**config.mk**
```make
export PLATFORM = sky130hd
export DESIGN_NAME = alu_seq_ctrl
export DESIGN_NICKNAME = d
export VERILOG_FILES = /design/src/rtl/alu_pkg.sv /design/src/rtl/alu_decode.sv /design/src/rtl/alu_seq_ctrl.sv
export SDC_FILE = /design/constraint.sdc
export NUM_CORES = 1
export LEC_CHECK = 0
export BUFFER_PORTS_ARGS = -buffer_cell sky130_fd_sc_hd__buf_2
export CORE_ASPECT_RATIO = 1.25
export CORE_UTILIZATION = 50
export CTS_BUF_LIST = sky130_fd_sc_hd__clkbuf_4 sky130_fd_sc_hd__clkbuf_8 sky130_fd_sc_hd__clkbuf_16
export DETAILED_ROUTE_END_ITERATION = 16
export GPL_TIMING_DRIVEN = 0
export PLACE_DENSITY = 0.79
export SLEW_MARGIN = 20
export SYNTH_ARGS = -nofsm -noshare
export SYNTH_HDL_FRONTEND = slang
export SYNTH_HIERARCHICAL = 1
export SYNTH_SLANG_ARGS = --single-unit
```
**constraint.sdc**
```tcl
create_clock -name clk -period 12 [get_ports clk]
set_clock_uncertainty 0.1 [all_clocks]
set_input_delay 3.6 -clock clk [delete_from_list [all_inputs] [get_ports clk]]
set_output_delay 3.6 -clock clk [all_outputs]
set_load 0.005 [all_outputs]
```
**src/rtl/alu_pkg.sv**
```systemverilog
// Shared definitions for the ALU and its control sequencer: operation codes,
// opcodes, instruction field positions, sequencer states and operand selects.
package alu_pkg;

    localparam logic [5:0] ALU_ADD  = 6'd1;
    localparam logic [5:0] ALU_SUB  = 6'd2;
    localparam logic [5:0] ALU_AND  = 6'd3;
    localparam logic [5:0] ALU_OR   = 6'd4;
    localparam logic [5:0] ALU_XOR  = 6'd5;
    localparam logic [5:0] ALU_SLL  = 6'd6;
    localparam logic [5:0] ALU_SRL  = 6'd7;
    localparam logic [5:0] ALU_SRA  = 6'd8;
    localparam logic [5:0] ALU_ROL  = 6'd9;
    localparam logic [5:0] ALU_ROR  = 6'd10;
    localparam logic [5:0] ALU_SLT  = 6'd11;
    localparam logic [5:0] ALU_SGT  = 6'd12;
    localparam logic [5:0] ALU_SLE  = 6'd13;
    localparam logic [5:0] ALU_SGE  = 6'd14;
    localparam logic [5:0] ALU_SEQ  = 6'd15;
    localparam logic [5:0] ALU_SNE  = 6'd16;
    localparam logic [5:0] ALU_SLTU = 6'd17;
    localparam logic [5:0] ALU_SGTU = 6'd18;
    localparam logic [5:0] ALU_BNEZ = 6'd19;
    localparam logic [5:0] ALU_BEQZ = 6'd20;
    localparam logic [5:0] ALU_JR   = 6'd21;
    localparam logic [5:0] ALU_JALR = 6'd22;
    localparam logic [5:0] ALU_LHI  = 6'd23;

    localparam logic [5:0] OP_RTYPE = 6'd0;
    localparam logic [5:0] OP_BNEZ  = 6'd19;
    localparam logic [5:0] OP_BEQZ  = 6'd20;
    localparam logic [5:0] OP_JR    = 6'd21;
    localparam logic [5:0] OP_JALR  = 6'd22;
    localparam logic [5:0] OP_LHI   = 6'd23;

    localparam int OP_LSB    = 26;
    localparam int RS1_LSB   = 21;
    localparam int RS2_LSB   = 16;
    localparam int RD_R_LSB  = 11;
    localparam int SH_R_LSB  = 6;
    localparam int SH_I_LSB  = 0;
    localparam int FUNCT_LSB = 0;

    localparam logic [4:0] LINK_REG = 5'd31;

    localparam logic [1:0] SRC_RS1 = 2'd0;
    localparam logic [1:0] SRC_PC  = 2'd1;
    localparam logic [1:0] SRC_ACC = 2'd2;

    typedef enum logic [2:0] {
        ST_IDLE, ST_DECODE, ST_EXEC, ST_WB, ST_ILLEGAL
    } state_t;

    typedef enum logic [2:0] {
        CLS_ALU, CLS_SHIFT, CLS_BRANCH, CLS_JR, CLS_JALR, CLS_LHI
    } instr_class_t;

    function automatic logic is_shift(input logic [5:0] code);
        return (code >= ALU_SLL) && (code <= ALU_ROR);
    endfunction

endpackage

```
**src/rtl/alu_decode.sv**
```systemverilog
// Combinational instruction decoder: splits a 32-bit instruction into ALU code,
// instruction class, register addresses, shift amount and immediate.
module alu_decode
    import alu_pkg::*;
#(
    parameter int SHAMT_W = 5
) (
    input  logic [31:0]        instr,
    output logic [5:0]         code,
    output instr_class_t       cls,
    output logic               rtype,
    output logic [4:0]         rs1,
    output logic [4:0]         rs2,
    output logic [4:0]         rd,
    output logic [SHAMT_W-1:0] shamt,
    output logic [31:0]        imm_sx,
    output logic               legal
);

    logic [5:0] op;
    logic [5:0] funct;

    assign op     = instr[OP_LSB +: 6];
    assign funct  = instr[FUNCT_LSB +: 6];
    assign rs1    = instr[RS1_LSB +: 5];
    assign rs2    = instr[RS2_LSB +: 5];
    assign rtype  = (op == OP_RTYPE);
    assign imm_sx = {{16{instr[15]}}, instr[15:0]};

    always_comb begin
        code  = '0;
        cls   = CLS_ALU;
        rd    = '0;
        shamt = '0;
        legal = 1'b0;
        if (op == OP_RTYPE) begin
            if (funct != 6'd0 && funct <= ALU_SGTU) begin
                legal = 1'b1;
                code  = funct;
                rd    = instr[RD_R_LSB +: 5];
                shamt = instr[SH_R_LSB +: SHAMT_W];
                cls   = is_shift(funct) ? CLS_SHIFT : CLS_ALU;
            end
        end else if (op <= ALU_SGTU) begin
            legal = 1'b1;
            code  = op;
            rd    = instr[RS2_LSB +: 5];
            shamt = instr[SH_I_LSB +: SHAMT_W];
            cls   = is_shift(op) ? CLS_SHIFT : CLS_ALU;
        end else begin
            case (op)
                OP_BNEZ, OP_BEQZ: begin
                    legal = 1'b1;
                    code  = op;
                    cls   = CLS_BRANCH;
                end
                OP_JR: begin
                    legal = 1'b1;
                    code  = ALU_JR;
                    cls   = CLS_JR;
                end
                OP_JALR: begin
                    legal = 1'b1;
                    code  = ALU_JALR;
                    cls   = CLS_JALR;
                    rd    = LINK_REG;
                end
                OP_LHI: begin
                    legal = 1'b1;
                    code  = ALU_LHI;
                    cls   = CLS_LHI;
                    rd    = instr[RS2_LSB +: 5];
                end
                default: legal = 1'b0;
            endcase
        end
    end

endmodule

```
**src/rtl/alu_seq_ctrl.sv**
```systemverilog
// Multi-cycle ALU control sequencer: accepts one instruction when idle, decodes
// it, iterates single-bit shift codes N times and steers datapath write enables.
module alu_seq_ctrl
    import alu_pkg::*;
#(
    parameter int SHAMT_W = 5
) (
    input  logic        clk,
    input  logic        rst,
    input  logic        instr_valid,
    input  logic [31:0] instr,
    output logic        instr_ready,
    input  logic        rs1_is0,
    output logic [4:0]  rs1_addr,
    output logic [4:0]  rs2_addr,
    output logic [4:0]  rd_addr,
    output logic [5:0]  alu_ctrl,
    output logic [1:0]  src_a_sel,
    output logic        src_b_imm,
    output logic [31:0] imm_ext,
    output logic        acc_we,
    output logic        rf_we,
    output logic        wb_lhi,
    output logic        pc_we,
    output logic        done,
    output logic        illegal
);

    localparam logic [SHAMT_W-1:0] CNT_ONE = SHAMT_W'(1);
    localparam logic [SHAMT_W-1:0] CNT_TWO = SHAMT_W'(2);

    // Handshake: a transfer happens on a rising edge where instr_valid && instr_ready;
    // instr_ready is high only in IDLE, so the instruction is held until retirement.
    state_t             state, state_n;
    logic [31:0]        instr_q;
    logic [SHAMT_W-1:0] cnt, cnt_load;

    logic [5:0]         dec_code, eff_code;
    instr_class_t       dec_cls;
    logic               dec_rtype, dec_legal, shift_copy, branch_taken;
    logic [4:0]         dec_rs1, dec_rs2, dec_rd;
    logic [SHAMT_W-1:0] dec_shamt;
    logic [31:0]        dec_imm;

    alu_decode #(.SHAMT_W(SHAMT_W)) u_decode (
        .instr  (instr_q),
        .code   (dec_code),
        .cls    (dec_cls),
        .rtype  (dec_rtype),
        .rs1    (dec_rs1),
        .rs2    (dec_rs2),
        .rd     (dec_rd),
        .shamt  (dec_shamt),
        .imm_sx (dec_imm),
        .legal  (dec_legal)
    );

    // A zero-length shift degenerates into a single ADD of rs1 with zero.
    assign shift_copy   = (dec_cls == CLS_SHIFT) && (dec_shamt == '0);
    assign eff_code     = shift_copy ? ALU_ADD : dec_code;
    assign branch_taken = (dec_code == ALU_BEQZ) ? rs1_is0 : !rs1_is0;

    always_comb begin
        cnt_load = CNT_ONE;
        if (dec_cls == CLS_SHIFT && !shift_copy) cnt_load = dec_shamt;
        else if (dec_cls == CLS_JALR)            cnt_load = CNT_TWO;
    end

    always_ff @(posedge clk or posedge rst) begin
        if (rst) begin
            state   <= ST_IDLE;
            instr_q <= '0;
            cnt     <= '0;
        end else begin
            state <= state_n;
            if (state == ST_IDLE && instr_valid) instr_q <= instr;
            if (state == ST_DECODE)                   cnt <= cnt_load;
            else if (state == ST_EXEC && cnt != CNT_ONE) cnt <= cnt - CNT_ONE;
        end
    end

    always_comb begin
        state_n = state;
        case (state)
            ST_IDLE:    if (instr_valid) state_n = ST_DECODE;
            ST_DECODE:  state_n = dec_legal ? ST_EXEC : ST_ILLEGAL;
            ST_EXEC:    if (cnt == CNT_ONE) state_n = ST_WB;
            ST_WB:      state_n = ST_IDLE;
            ST_ILLEGAL: state_n = ST_IDLE;
            default:    state_n = ST_IDLE;
        endcase
    end

    assign rs1_addr    = dec_rs1;
    assign rs2_addr    = dec_rs2;
    assign rd_addr     = dec_rd;
    assign imm_ext     = shift_copy ? 32'd0 : dec_imm;
    assign instr_ready = (state == ST_IDLE);

    always_comb begin
        alu_ctrl  = '0;
        src_a_sel = SRC_RS1;
        src_b_imm = 1'b0;
        acc_we    = 1'b0;
        rf_we     = 1'b0;
        wb_lhi    = 1'b0;
        pc_we     = 1'b0;
        done      = 1'b0;
        illegal   = 1'b0;
        case (state)
            ST_DECODE: alu_ctrl = eff_code;
            ST_EXEC: begin
                alu_ctrl  = eff_code;
                src_b_imm = !dec_rtype || shift_copy;
                acc_we    = 1'b1;
                case (dec_cls)
                    CLS_SHIFT:
                        src_a_sel = (shift_copy || cnt == dec_shamt) ? SRC_RS1 : SRC_ACC;
                    CLS_BRANCH: begin
                        src_a_sel = SRC_PC;
                        acc_we    = 1'b0;
                        pc_we     = branch_taken;
                    end
                    CLS_JR: begin
                        acc_we = 1'b0;
                        pc_we  = 1'b1;
                    end
                    // First cycle captures the link address, second performs the jump.
                    CLS_JALR: begin
                        if (cnt == CNT_TWO) begin
                            src_a_sel = SRC_PC;
                        end else begin
                            acc_we = 1'b0;
                            pc_we  = 1'b1;
                        end
                    end
                    default: src_a_sel = SRC_RS1;
                endcase
            end
            ST_WB: begin
                alu_ctrl = eff_code;
                rf_we    = (dec_cls != CLS_BRANCH) && (dec_cls != CLS_JR);
                wb_lhi   = (dec_cls == CLS_LHI);
                done     = 1'b1;
            end
            ST_ILLEGAL: illegal = 1'b1;
            default: alu_ctrl = '0;
        endcase
    end

endmodule

```
==> results of run 1 <==
==> per-layer routing <==
| metal | up-vias | GRT usage |
|---|---|---|
| li1 | 1232 | - |
| met1 | 1185 | 0.266 |
| met2 | 69 | 0.425 |
| met3 | 6 | 0.0330 |
| met4 | 0 | 0.0570 |
| met5 | - | 0 |
==> placed cells by master (no fill, tap or decap), types with 3 or more instances in the layout <==
master     n
or2_2      5
inv_1      5
ha_1       3
nor2_1     8
nand2_1    6
and2_4    10
a211o_1    3
buf_4     46
and2_2     4
o21ai_0    4
a22o_2     3
xor2_1     3
nor2b_1    3
mux2_2    31
nor3_1     8
dfrtp_1   40
or3_1      5
a22o_1    10
buf_2     99
clkbuf_1   7
clkbuf_8   7
o211ai_1   3
nor3b_1    3
and3_2     5
a31oi_1    3
a211oi_1   3
and2_1    21
a21oi_1    3
and3_1     3
nand3_1    6
==> state kept, by name, summed over array words and instances (netlist names) <==
signal and cells:
cnt 5, state 3, instr_q 32
==> cell type report <==
type | count | area, um^2 | share of cell area
multi-input cells | 196 | 1570 | 0.420
flip-flops and latches | 40 | 1000 | 0.268
repair buffers | 98 | 513 | 0.137
plain buffers | 59 | 424 | 0.113
clock buffers | 7 | 96.3 | 0.0258
well taps | 66 | 82.6 | 0.0221
clock inverters | 1 | 30.0 | 0.00803
inverters | 6 | 22.5 | 0.00602
==> power by group <==
part / internal [mW] / total, mW / switching [mW] / leakage [nW]
Sequential: 0.202 / 0.288 / 0.0866 / 0.480
Combinational: 0.394 / 0.652 / 0.258 / 1.33
Clock: 0.0735 / 0.121 / 0.0480 / 0.0645
Total: 0.669 / 1.06 / 0.393 / 1.87
==> path summary, 6_finish.rpt <==
| check | from | end | slack [ns] |
|---|---|---|---|
| setup / recovery | rs1_is0 | pc_we | 4.03 |
| hold / removal | instr_q[23] | instr_q[23] | 0.41 |
| min in group asynchronous | rst | cnt[3] | 3.24 |
| hold reg to reg | instr_q[23] | instr_q[23] | 0.41 |
| max in group asynchronous | rst | instr_q[17] | 8.10 |
| setup reg to reg | instr_q[30] | cnt[0] | 9.10 |
==> worst max-delay path: stages <==
cell and delay [ns]:
buf_2 0.08, nor3_1 0.04, a211o_1 0.30, o22ai_1 0.11, buf_2 0.13
==> logic make-up after synthesis <==
kind of cell               count (synthesis)  share of synthesized area
xor gates and xnor gates                   5                     0.0145
other                                      1                    0.00124
AOI/OAI and AO/OA                         45                      0.119
buffers and inverters                     65                      0.148
DFF                                       40                      0.332
adders and majority gates                  3                     0.0124
and+or+nand+nor                          108                      0.247
muxes                                     34                      0.126
==> per-stage QoR <==
stage	util	cells	cell area [um^2]	setup WS, ns	power (mW)
3_5_place_dp	0.621	465	3610	4.03	0.944
2_1_floorplan	-	301	3020	4.26	0.744
3_3_place_gp	0.616	464	3580	4.04	0.924
6_report	0.643	473	3740	4.03	1.06
4_1_cts	0.643	473	3740	4.03	1.07
5_1_grt	0.643	473	3740	3.98	1.15
==> impl_metrics.sql, run 1 <==
INSERT INTO impl_metrics (metric_group, metric, value, unit) VALUES
('worst_setup_path', 'r2r_cells', '8', ''),
('yosys', 'synthTopCellsByCount', 'buf_4 (46), dfrtp_1 (40), mux2_2 (31), and2_1 (21)', ''),
('final_layout', 'fillCellCount', '499', ''),
('sta', 'tightestPinTransition', '0.613', 'ns'),
('final_layout', 'diodes', '0', ''),
('yosys', 'synth.distinct_cells', '62', ''),
('yosys', 'postSynthRegisterBits', '40', ''),
('sta', 'portion_of_the_clock_cycle_consumed_by_the_worst_path_in_the_final_layout', '0.664', ''),
('yosys', 'area_share_of_the_largest_cell_type_after_synthesis', '0.332', ''),
('hold_path', 'holdPathStages', '1', ''),
('sta', 'hold_ws', '0.411', 'ns'),
('sta', 'final.min_clock_period', '7.97', 'ns'),
('yosys', 'synth.avg_cell_area', '10.0', 'um^2'),
('route', 'finalWirelength', '6.84', 'mm'),
('yosys', 'synthesis.instances', '301', ''),
('die', 'floorplan.core_area', '5820', 'um^2'),
('yosys', 'synthFlopType', 'dfrtp_1', ''),
('sta', 'slew_headroom', '0.590', ''),
('power_and_ir_drop', 'cellPowerDensity', '284', 'nW/um^2'),
('clocking', 'tritoncts_clock_tree', 'built', ''),
('worst_setup_path', 'timing.critical_path.required', '8.30', 'ns'),
('global_routing', 'antenna_found_initial', '0', ''),
('clocking', 'cts_resized', '0', ''),
('power_and_ir_drop', 'max-vdd-ir-drop', '0.159', 'mV'),
('worst_setup_path', 'crit_path_start_kind', 'input port', ''),
('worst_setup_path', 'critical_path.max_fanout', '2', ''),
('sta', 'max_freq', '0.126', 'GHz'),
('clocking', 'cts_post_setup_buffers_inserted', '0', ''),
('sta', 'finalHoldViolCount', '0', ''),
('route', 'drc', '0', ''),
('yosys', 'postSynthNetCount', '340', ''),
('route', 'route.antenna.remaining_nets', '0', ''),
('worst_setup_path', 'worstPathArrival', '4.27', 'ns'),
('die', 'dieHeight', '88.8', 'um'),
('route', 'firstDrtPassIters', '4', ''),
('sta', 'slew_violations', '0', ''),
('yosys', 'synth_top_cells_by_area', 'dfrtp_1 (33%), mux2_2 (12%), buf_4 (11%), and2_1 (4.4%), a22o_1 (2.9%)', ''),
('yosys', 'synth_edf_count', '0', ''),
('global_routing', 'first_global_vias', '2395', ''),
('route', 'vias', '2492', ''),
('global_routing', 'grt_use_total', '0.224', ''),
('yosys', 'synth.yosys.warnings', '6', ''),
('route', 'met3RoutedLength', '308', 'um'),
('power_and_ir_drop', 'static-leakage-power', '1.87', 'nW'),
('die', 'floorplan.initialDensity', '0.518', ''),
('final_layout', 'nNetsFinal', '445', ''),
('worst_setup_path', 'cp_class', 'in2out', ''),
('route', 'met2_wirelength_from_detailed_routing', '3.69', 'mm'),
('yosys', 'synth_top_area_cell', 'dfrtp_1', ''),
('placed_design', 'dp.final_hpwl', '5.28', 'mm'),
('clocking', 'max-clock-path-buffers', '2', ''),
('outcome', 'run_status', 'completed', ''),
('final_layout', 'areaGrowthSynthToFinish', '23.9', '%'),
('yosys', 'synth_most_common_cell', 'buf_4', ''),
('final_layout', 'final_layout_size_suffix_gt1_frac', '0.555', ''),
('clocking', 'cts_hold_repair.buffers', '0', ''),
('placed_design', 'numPortBuffers', '97', ''),
('clocking', 'clock_tree.root_cell', 'clkbuf_8', ''),
('route', 'routed_via_density', '5.27', ''),
('run', 'max_cap_violations', '0', ''),
('clocking', 'number_of_clock_sinks', '40', ''),
('route', 'avgRoutedWirePerCell', '14.5', 'um'),
('global_routing', 'grt_max_degree', '22', ''),
('global_routing', 'global_route.overflow_total', '0', ''),
('clocking', 'cts_max_level', '2', ''),
('sta', 'setup_violations', '0', ''),
('clocking', 'clk_transition_reported_paths', '0.08', 'ns'),
('sta', 'final.setup.tns', '0', 'ns'),
('worst_setup_path', 'end_kind', 'primary output', ''),
('sta', 'rsz0062_at_grt', 'no', ''),
('route', 'post_route_m1_wl', '2.77', 'mm'),
('route', 'dr.first_iter.drc_count', '148', ''),
('yosys', 'ys_async_sr_fraction', '1.00', ''),
('die', 'num_io_pins', '99', ''),
('die', 'x_dimension_of_the_die', '71.5', 'um'),
('clocking', 'cts-buffers-inserted', '5', ''),
('yosys', 'synth.cell_area', '3020', 'um^2'),
('die', 'placement_rows', '31', ''),
('hold_path', 'hold_path.class', 'reg2reg', ''),
('route', 'top_layer_used', 'met4', ''),
('die', 'dieArea', '6350', 'um^2'),
('global_routing', 'grt_pass1_wl', '11.2', 'mm'),
('clocking', 'clk_latency', '0.28', 'ns'),
('placed_design', 'gp_congestion', '0.864', ''),
('yosys', 'seq_area_frac_synth', '0.332', '');
(Power assumes the default switching activity.)
==> inputs of run 2 (changes only) <==
- ABC_AREA: default -> 1
- CORE_UTILIZATION: 50 -> 48
- PLACE_DENSITY: 0.79 -> 0.78
- clock period: 12 -> 6.9 ns (I/O delays scaled with it)
==> impl_metrics.sql, run 2 <==
INSERT INTO impl_metrics (metric_group, metric, value, unit) VALUES
('placed_design', 'placement.cell_area', '3970', 'um^2'),
('yosys', 'synth_top_cells_by_area', 'dfrtp_1 (30%), nand2_1 (16%), buf_4 (11%), nand3_1 (9.4%), inv_1 (8.2%)', ''),
('yosys', 'synth.avg_cell_area', '6.55', 'um^2'),
('sta', 'portion_of_the_clock_cycle_consumed_by_the_worst_path_in_the_final_layout', '0.691', ''),
('sta', 'setup_violations', '0', ''),
('sta', 'rsz0062_at_grt', 'no', ''),
('placed_design', 'dp.final_hpwl', '6.38', 'mm'),
('die', 'floorplan.initialDensity', '0.504', ''),
('die', 'floorplan.core_area', '6650', 'um^2'),
('die', 'placement_rows', '33', ''),
('placed_design', 'place.detailed.instances', '696', ''),
('placed_design', 'post-place-ws', '2.14', 'ns'),
('clocking', 'clk_latency', '0.29', 'ns'),
('final_layout', 'final-instance-count-excl-fill', '704', ''),
('route', 'finalWirelength', '7.87', 'mm'),
('run', 'max_cap_violations', '0', ''),
('route', 'firstDrtPassIters', '5', ''),
('worst_setup_path', 'critical_path.max_fanout', '2', ''),
('sta', 'slew_violations', '0', ''),
('final_layout', 'fillCellCount', '664', ''),
('final_layout', 'layout_commonest_cell', 'nand2_1', ''),
('worst_setup_path', 'cp_class', 'in2out', ''),
('final_layout', 'diodes', '0', ''),
('outcome', 'run_status', 'completed', ''),
('clocking', 'cts-buffers-inserted', '5', ''),
('placed_design', 'numPortBuffers', '96', ''),
('worst_setup_path', 'end_kind', 'primary output', ''),
('clocking', 'clk_transition_reported_paths', '0.08', 'ns'),
('global_routing', 'first_global_vias', '3043', ''),
('sta', 'finalHoldViolCount', '0', ''),
('die', 'dieArea', '7330', 'um^2'),
('final_layout', 'layout.cell_area.non_filler', '4070', 'um^2'),
('route', 'routed_via_density', '4.79', ''),
('placed_design', 'gp_congestion', '0.965', ''),
('hold_path', 'hold_path.class', 'reg2reg', ''),
('yosys', 'postSynthNetCount', '551', ''),
('sta', 'max_freq', '0.210', 'GHz'),
('global_routing', 'grt_pass1_wl', '13.2', 'mm'),
('global_routing', 'global_route.overflow_total', '0', ''),
('final_layout', 'max_reg_flops', '32', ''),
('power_and_ir_drop', 'static-leakage-power', '2.40', 'nW'),
('final_layout', 'multi_input_comb_area', '1610', 'um^2'),
('yosys', 'synth_most_common_cell', 'nand2_1', ''),
('global_routing', 'grt_max_degree', '25', ''),
('sta', 'setup_slack_after_layout', '2.13', 'ns'),
('yosys', 'synth_top_area_cell', 'dfrtp_1', ''),
('power_and_ir_drop', 'max-vdd-ir-drop', '0.279', 'mV'),
('yosys', 'synth.cell_area', '3350', 'um^2'),
('route', 'vias', '3375', ''),
('route', 'route.antenna.remaining_nets', '0', ''),
('worst_setup_path', 'timing.critical_path.required', '4.73', 'ns'),
('clocking', 'number_of_clock_sinks', '40', ''),
('yosys', 'seq_area_frac_synth', '0.299', ''),
('yosys', 'synthesis.instances', '512', ''),
('die', 'dieHeight', '95.4', 'um'),
('final_layout', 'nNetsFinal', '655', ''),
('yosys', 'synth_edf_count', '0', ''),
('route', 'avgRoutedWirePerCell', '11.2', 'um'),
('clocking', 'cts_post_setup_buffers_inserted', '0', ''),
('sta', 'final.setup.tns', '0', 'ns'),
('yosys', 'synth.yosys.warnings', '6', ''),
('yosys', 'area_share_of_the_largest_cell_type_after_synthesis', '0.299', ''),
('clocking', 'clock_tree.root_cell', 'clkbuf_8', ''),
('clocking', 'cts_resized', '0', ''),
('sta', 'final.min_clock_period', '4.77', 'ns'),
('die', 'x_dimension_of_the_die', '76.8', 'um'),
('final_layout', 'areaGrowthSynthToFinish', '21.3', '%'),
('final_layout', 'reg_top3', 'instr_q (32), cnt (5), state (3)', ''),
('yosys', 'postSynthRegisterBits', '40', ''),
('worst_setup_path', 'r2r_slack', '4.68', 'ns'),
('sta', 'tightestPinTransition', '0.606', 'ns'),
('final_layout', 'regMostFlops', 'instr_q', ''),
('route', 'drc', '0', ''),
('clocking', 'cts_max_level', '2', ''),
('final_layout', 'final_layout_size_suffix_gt1_frac', '0.310', ''),
('power_and_ir_drop', 'cellPowerDensity', '489', 'nW/um^2'),
('sta', 'hold_ws', '0.385', 'ns'),
('worst_setup_path', 'crit_path_start_kind', 'input port', ''),
('yosys', 'synthFlopType', 'dfrtp_1', ''),
('yosys', 'synthTopCellsByCount', 'nand2_1 (139), inv_1 (73), nor2_1 (69), nand3_1 (63), buf_4 (48)', ''),
('yosys', 'synth.distinct_cells', '33', ''),
('clocking', 'cts_hold_repair.buffers', '0', ''),
('final_layout', 'utilization_of_the_core_after_routing', '0.612', ''),
('global_routing', 'grt_use_total', '0.226', ''),
('clocking', 'tritoncts_clock_tree', 'built', ''),
('global_routing', 'antenna_found_initial', '0', ''),
('sta', 'slew_headroom', '0.592', ''),
('route', 'dr.first_iter.drc_count', '171', ''),
('final_layout', 'layout_common_cells', 'nand2_1 (139), buf_2 (97), inv_1 (72)', ''),
('final_layout', 'ff_latch_area', '1000', 'um^2'),
('clocking', 'max-clock-path-buffers', '2', ''),
('power_and_ir_drop', 'fin_total_pwr', '1.99', 'mW'),
('worst_setup_path', 'worstPathArrival', '2.60', 'ns'),
('die', 'num_io_pins', '99', ''),
('yosys', 'ys_async_sr_fraction', '1.00', '');
## run 2: final timing paths
path / from / end / cells past startpoint
setup / recovery: rs1_is0 / pc_we / 6
hold / removal: instr_q[21] / instr_q[21] / 2
setup reg to reg: instr_q[31] / cnt[2] / 10
hold reg to reg: instr_q[21] / instr_q[21] / 2
max in group asynchronous: rst / instr_q[13] / 3
min in group asynchronous: rst / instr_q[7] / 2
## run 2: logic make-up (layout without fill, tap and decap cells)
logic type      Yosys count  after routing  share of synthesized area
compound gates           31             31                     0.0604
xor+xnor                  3              3                    0.00784
fa+ha+maj                 3              3                     0.0112
buf+inv                 136            241                      0.222
flops                    40             40                      0.299
other cells               1              1                    0.00112
simple gates            298            298                      0.399
## run 2: power breakdown
part           internal, mW  switching, mW  total [mW]
combinational         0.601          0.734        1.33
clock                0.0809         0.0844       0.165
sequential            0.348          0.140       0.488
## run 2: per-layer routing
layer	vias up	track usage	share of wire
li1	1741	-	-
met1	1517	0.259	0.42
met2	103	0.425	0.52
met3	14	0.0335	0.046
met4	0	0.0849	0.018
met5	-	0	0
## run 2: final cells by class
cell class,count,share of cell area
Multi-Input combinational cell,336,0.395
Sequential cell,40,0.246
Timing Repair Buffer,97,0.125
Buffer,59,0.112
Inverter,77,0.0711
Tap cell,87,0.0268
Clock buffer,6,0.0203
Clock inverter,2,0.00369
## run 2: worst max-delay path, stage by stage
cell and delay, ns:
buf_2 0.09, inv_1 0.04, nand4_1 0.08, nand3_1 0.07, a21oi_1 0.13, buf_2 0.13
==> inputs of run 3 (changes only) <==
- CORE_UTILIZATION: 48 -> 50
- clock period: 6.9 -> 4.65 ns (I/O delays scaled with it)
==> impl_metrics.sql, run 3 (synthesis gave the netlist of run 2 again) <==
INSERT INTO impl_metrics (metric_group, metric, value, unit) VALUES
('outcome', 'run_status', 'completed', ''),
('worst_setup_path', 'cp_most_frequent_cell', 'nor2_1', ''),
('die', 'floorplan.initialDensity', '0.514', ''),
('clocking', 'cts_resized', '0', ''),
('sta', 'final.min_clock_period', '4.05', 'ns'),
('global_routing', 'grt_max_degree', '22', ''),
('placed_design', 'numPortBuffers', '96', ''),
('sta', 'slew_headroom', '0.574', ''),
('worst_setup_path', 'crit_path_start_kind', 'flip-flop', ''),
('clocking', 'cts_hold_repair.buffers', '0', ''),
('final_layout', 'reg_top3', 'instr_q (32), cnt (5), state (3)', ''),
('power_and_ir_drop', 'fin_total_pwr', '2.99', 'mW'),
('route', 'routed_via_density', '4.84', ''),
('route', 'avgRoutedWirePerCell', '11.3', 'um'),
('clocking', 'number_of_clock_sinks', '40', ''),
('global_routing', 'grt_pass1_wl', '13.4', 'mm'),
('die', 'dieHeight', '93.6', 'um'),
('final_layout', 'diodes', '0', ''),
('placed_design', 'dp.final_hpwl', '6.36', 'mm'),
('worst_setup_path', 'cpMaxStageDelayCell', 'dfrtp_1', ''),
('clocking', 'cts_max_level', '2', ''),
('worst_setup_path', 'timing.critical_path.required', '3.15', 'ns'),
('final_layout', 'utilization_of_the_core_after_routing', '0.626', ''),
('final_layout', 'multi_input_comb_area', '1610', 'um^2'),
('worst_setup_path', 'end_kind', 'primary output', ''),
('clocking', 'tritoncts_clock_tree', 'built', ''),
('global_routing', 'antenna_found_initial', '0', ''),
('worst_setup_path', 'critical_path.max_fanout', '10', ''),
('sta', 'finalHoldViolCount', '0', ''),
('route', 'dr.first_iter.drc_count', '155', ''),
('worst_setup_path', 'largest_stage_delay_on_the_critical_path', '0.43', 'ns'),
('sta', 'rsz0062_at_grt', 'no', ''),
('sta', 'tightestPinTransition', '0.632', 'ns'),
('sta', 'portion_of_the_clock_cycle_consumed_by_the_worst_path_in_the_final_layout', '0.870', ''),
('power_and_ir_drop', 'static-leakage-power', '2.42', 'nW'),
('route', 'firstDrtPassIters', '5', ''),
('sta', 'final.setup.tns', '0', 'ns'),
('clocking', 'cts-buffers-inserted', '5', ''),
('final_layout', 'fillCellCount', '626', ''),
('clocking', 'clock_tree.root_cell', 'clkbuf_8', ''),
('route', 'route.antenna.remaining_nets', '0', ''),
('placed_design', 'gp_congestion', '0.956', ''),
('sta', 'setup_violations', '0', ''),
('final_layout', 'layout_commonest_cell', 'nand2_1', ''),
('worst_setup_path', 'critical_path.cell_chain', 'nor2_1, nand3_1, nand3_4, o21ai_2, nor2_1, nand3_1, nor2_4, buf_6, nor2_1, buf_2', ''),
('final_layout', 'final_layout_size_suffix_gt1_frac', '0.310', ''),
('clocking', 'max-clock-path-buffers', '2', ''),
('worst_setup_path', 'worstPathArrival', '2.55', 'ns'),
('route', 'finalWirelength', '7.97', 'mm'),
('clocking', 'clk_transition_reported_paths', '0.08', 'ns'),
('hold_path', 'hold_path.class', 'reg2reg', ''),
('clocking', 'clk_latency', '0.29', 'ns'),
('die', 'x_dimension_of_the_die', '75.2', 'um'),
('global_routing', 'global_route.overflow_total', '0', ''),
('route', 'drc', '0', ''),
('final_layout', 'nNetsFinal', '655', ''),
('sta', 'hold_ws', '0.379', 'ns'),
('die', 'dieArea', '7040', 'um^2'),
('die', 'floorplan.core_area', '6520', 'um^2'),
('final_layout', 'layout_common_cells', 'nand2_1 (139), buf_2 (97), inv_1 (72)', ''),
('worst_setup_path', 'cp_class', 'reg2out', ''),
('route', 'vias', '3410', ''),
('power_and_ir_drop', 'cellPowerDensity', '734', 'nW/um^2'),
('power_and_ir_drop', 'max-vdd-ir-drop', '0.415', 'mV'),
('die', 'placement_rows', '33', ''),
('clocking', 'cts_post_setup_buffers_inserted', '0', ''),
('final_layout', 'areaGrowthSynthToFinish', '21.7', '%'),
('final_layout', 'regMostFlops', 'instr_q', ''),
('run', 'max_cap_violations', '0', ''),
('sta', 'slew_violations', '0', ''),
('global_routing', 'grt_use_total', '0.245', ''),
('die', 'num_io_pins', '99', ''),
('global_routing', 'first_global_vias', '3088', ''),
('final_layout', 'max_reg_flops', '32', ''),
('sta', 'max_freq', '0.247', 'GHz'),
('final_layout', 'ff_latch_area', '1000', 'um^2');
-- run 3: path summary, 6_finish.rpt --
kind	cells after the start	slack (ns)	end	start
min in group asynchronous	2	1.01	instr_q[26]	rst
max	10	0.60	imm_ext[15]	instr_q[2]
max reg2reg	10	2.44	cnt[2]	instr_q[31]
min	2	0.38	instr_q[22]	instr_q[22]
min reg2reg	2	0.38	instr_q[22]	instr_q[22]
max in group asynchronous	3	2.96	instr_q[11]	rst
-- run 3: layer usage --
layer / share of wire / wire length [um] / track usage
met5: 0 / 0 / 0
met4: 0.031 / 244 / 0.0972
met3: 0.044 / 351 / 0.0323
met2: 0.50 / 4020 / 0.429
met1: 0.42 / 3350 / 0.296
-- run 3: stage by stage --
step	instances	cell area [um^2]	worst slack, ns
2_1_floorplan	512	3350	1.42
3_3_place_gp	695	3940	0.971
3_5_place_dp	696	3970	0.956
4_1_cts	704	4080	0.629
5_1_grt	704	4080	0.433
6_report	704	4080	0.603
-- run 3: cell type report --
cell class / count / area share
multi-input combinational: 336 / 0.394
sequential: 40 / 0.245
timing repair buffer: 97 / 0.124
buffer: 59 / 0.112
inverter: 77 / 0.0708
tap: 87 / 0.0267
clock buffer: 6 / 0.0187
clock inverter: 2 / 0.00858
-- run 3: critical path: cells and delay by family, from the launching register on --
kind	cells	cell delay, ns
compound gates	1	0.11
flops	1	0.43
simple gates	7	1.43
buf+inv	2	0.30
-- run 3: report_power, final --
group | total (mW) | internal, mW | leakage, nW | switching (mW)
Combinational | 1.98 | 0.891 | 1.86 | 1.09
Sequential | 0.727 | 0.516 | 0.499 | 0.211
Clock | 0.288 | 0.165 | 0.0586 | 0.122
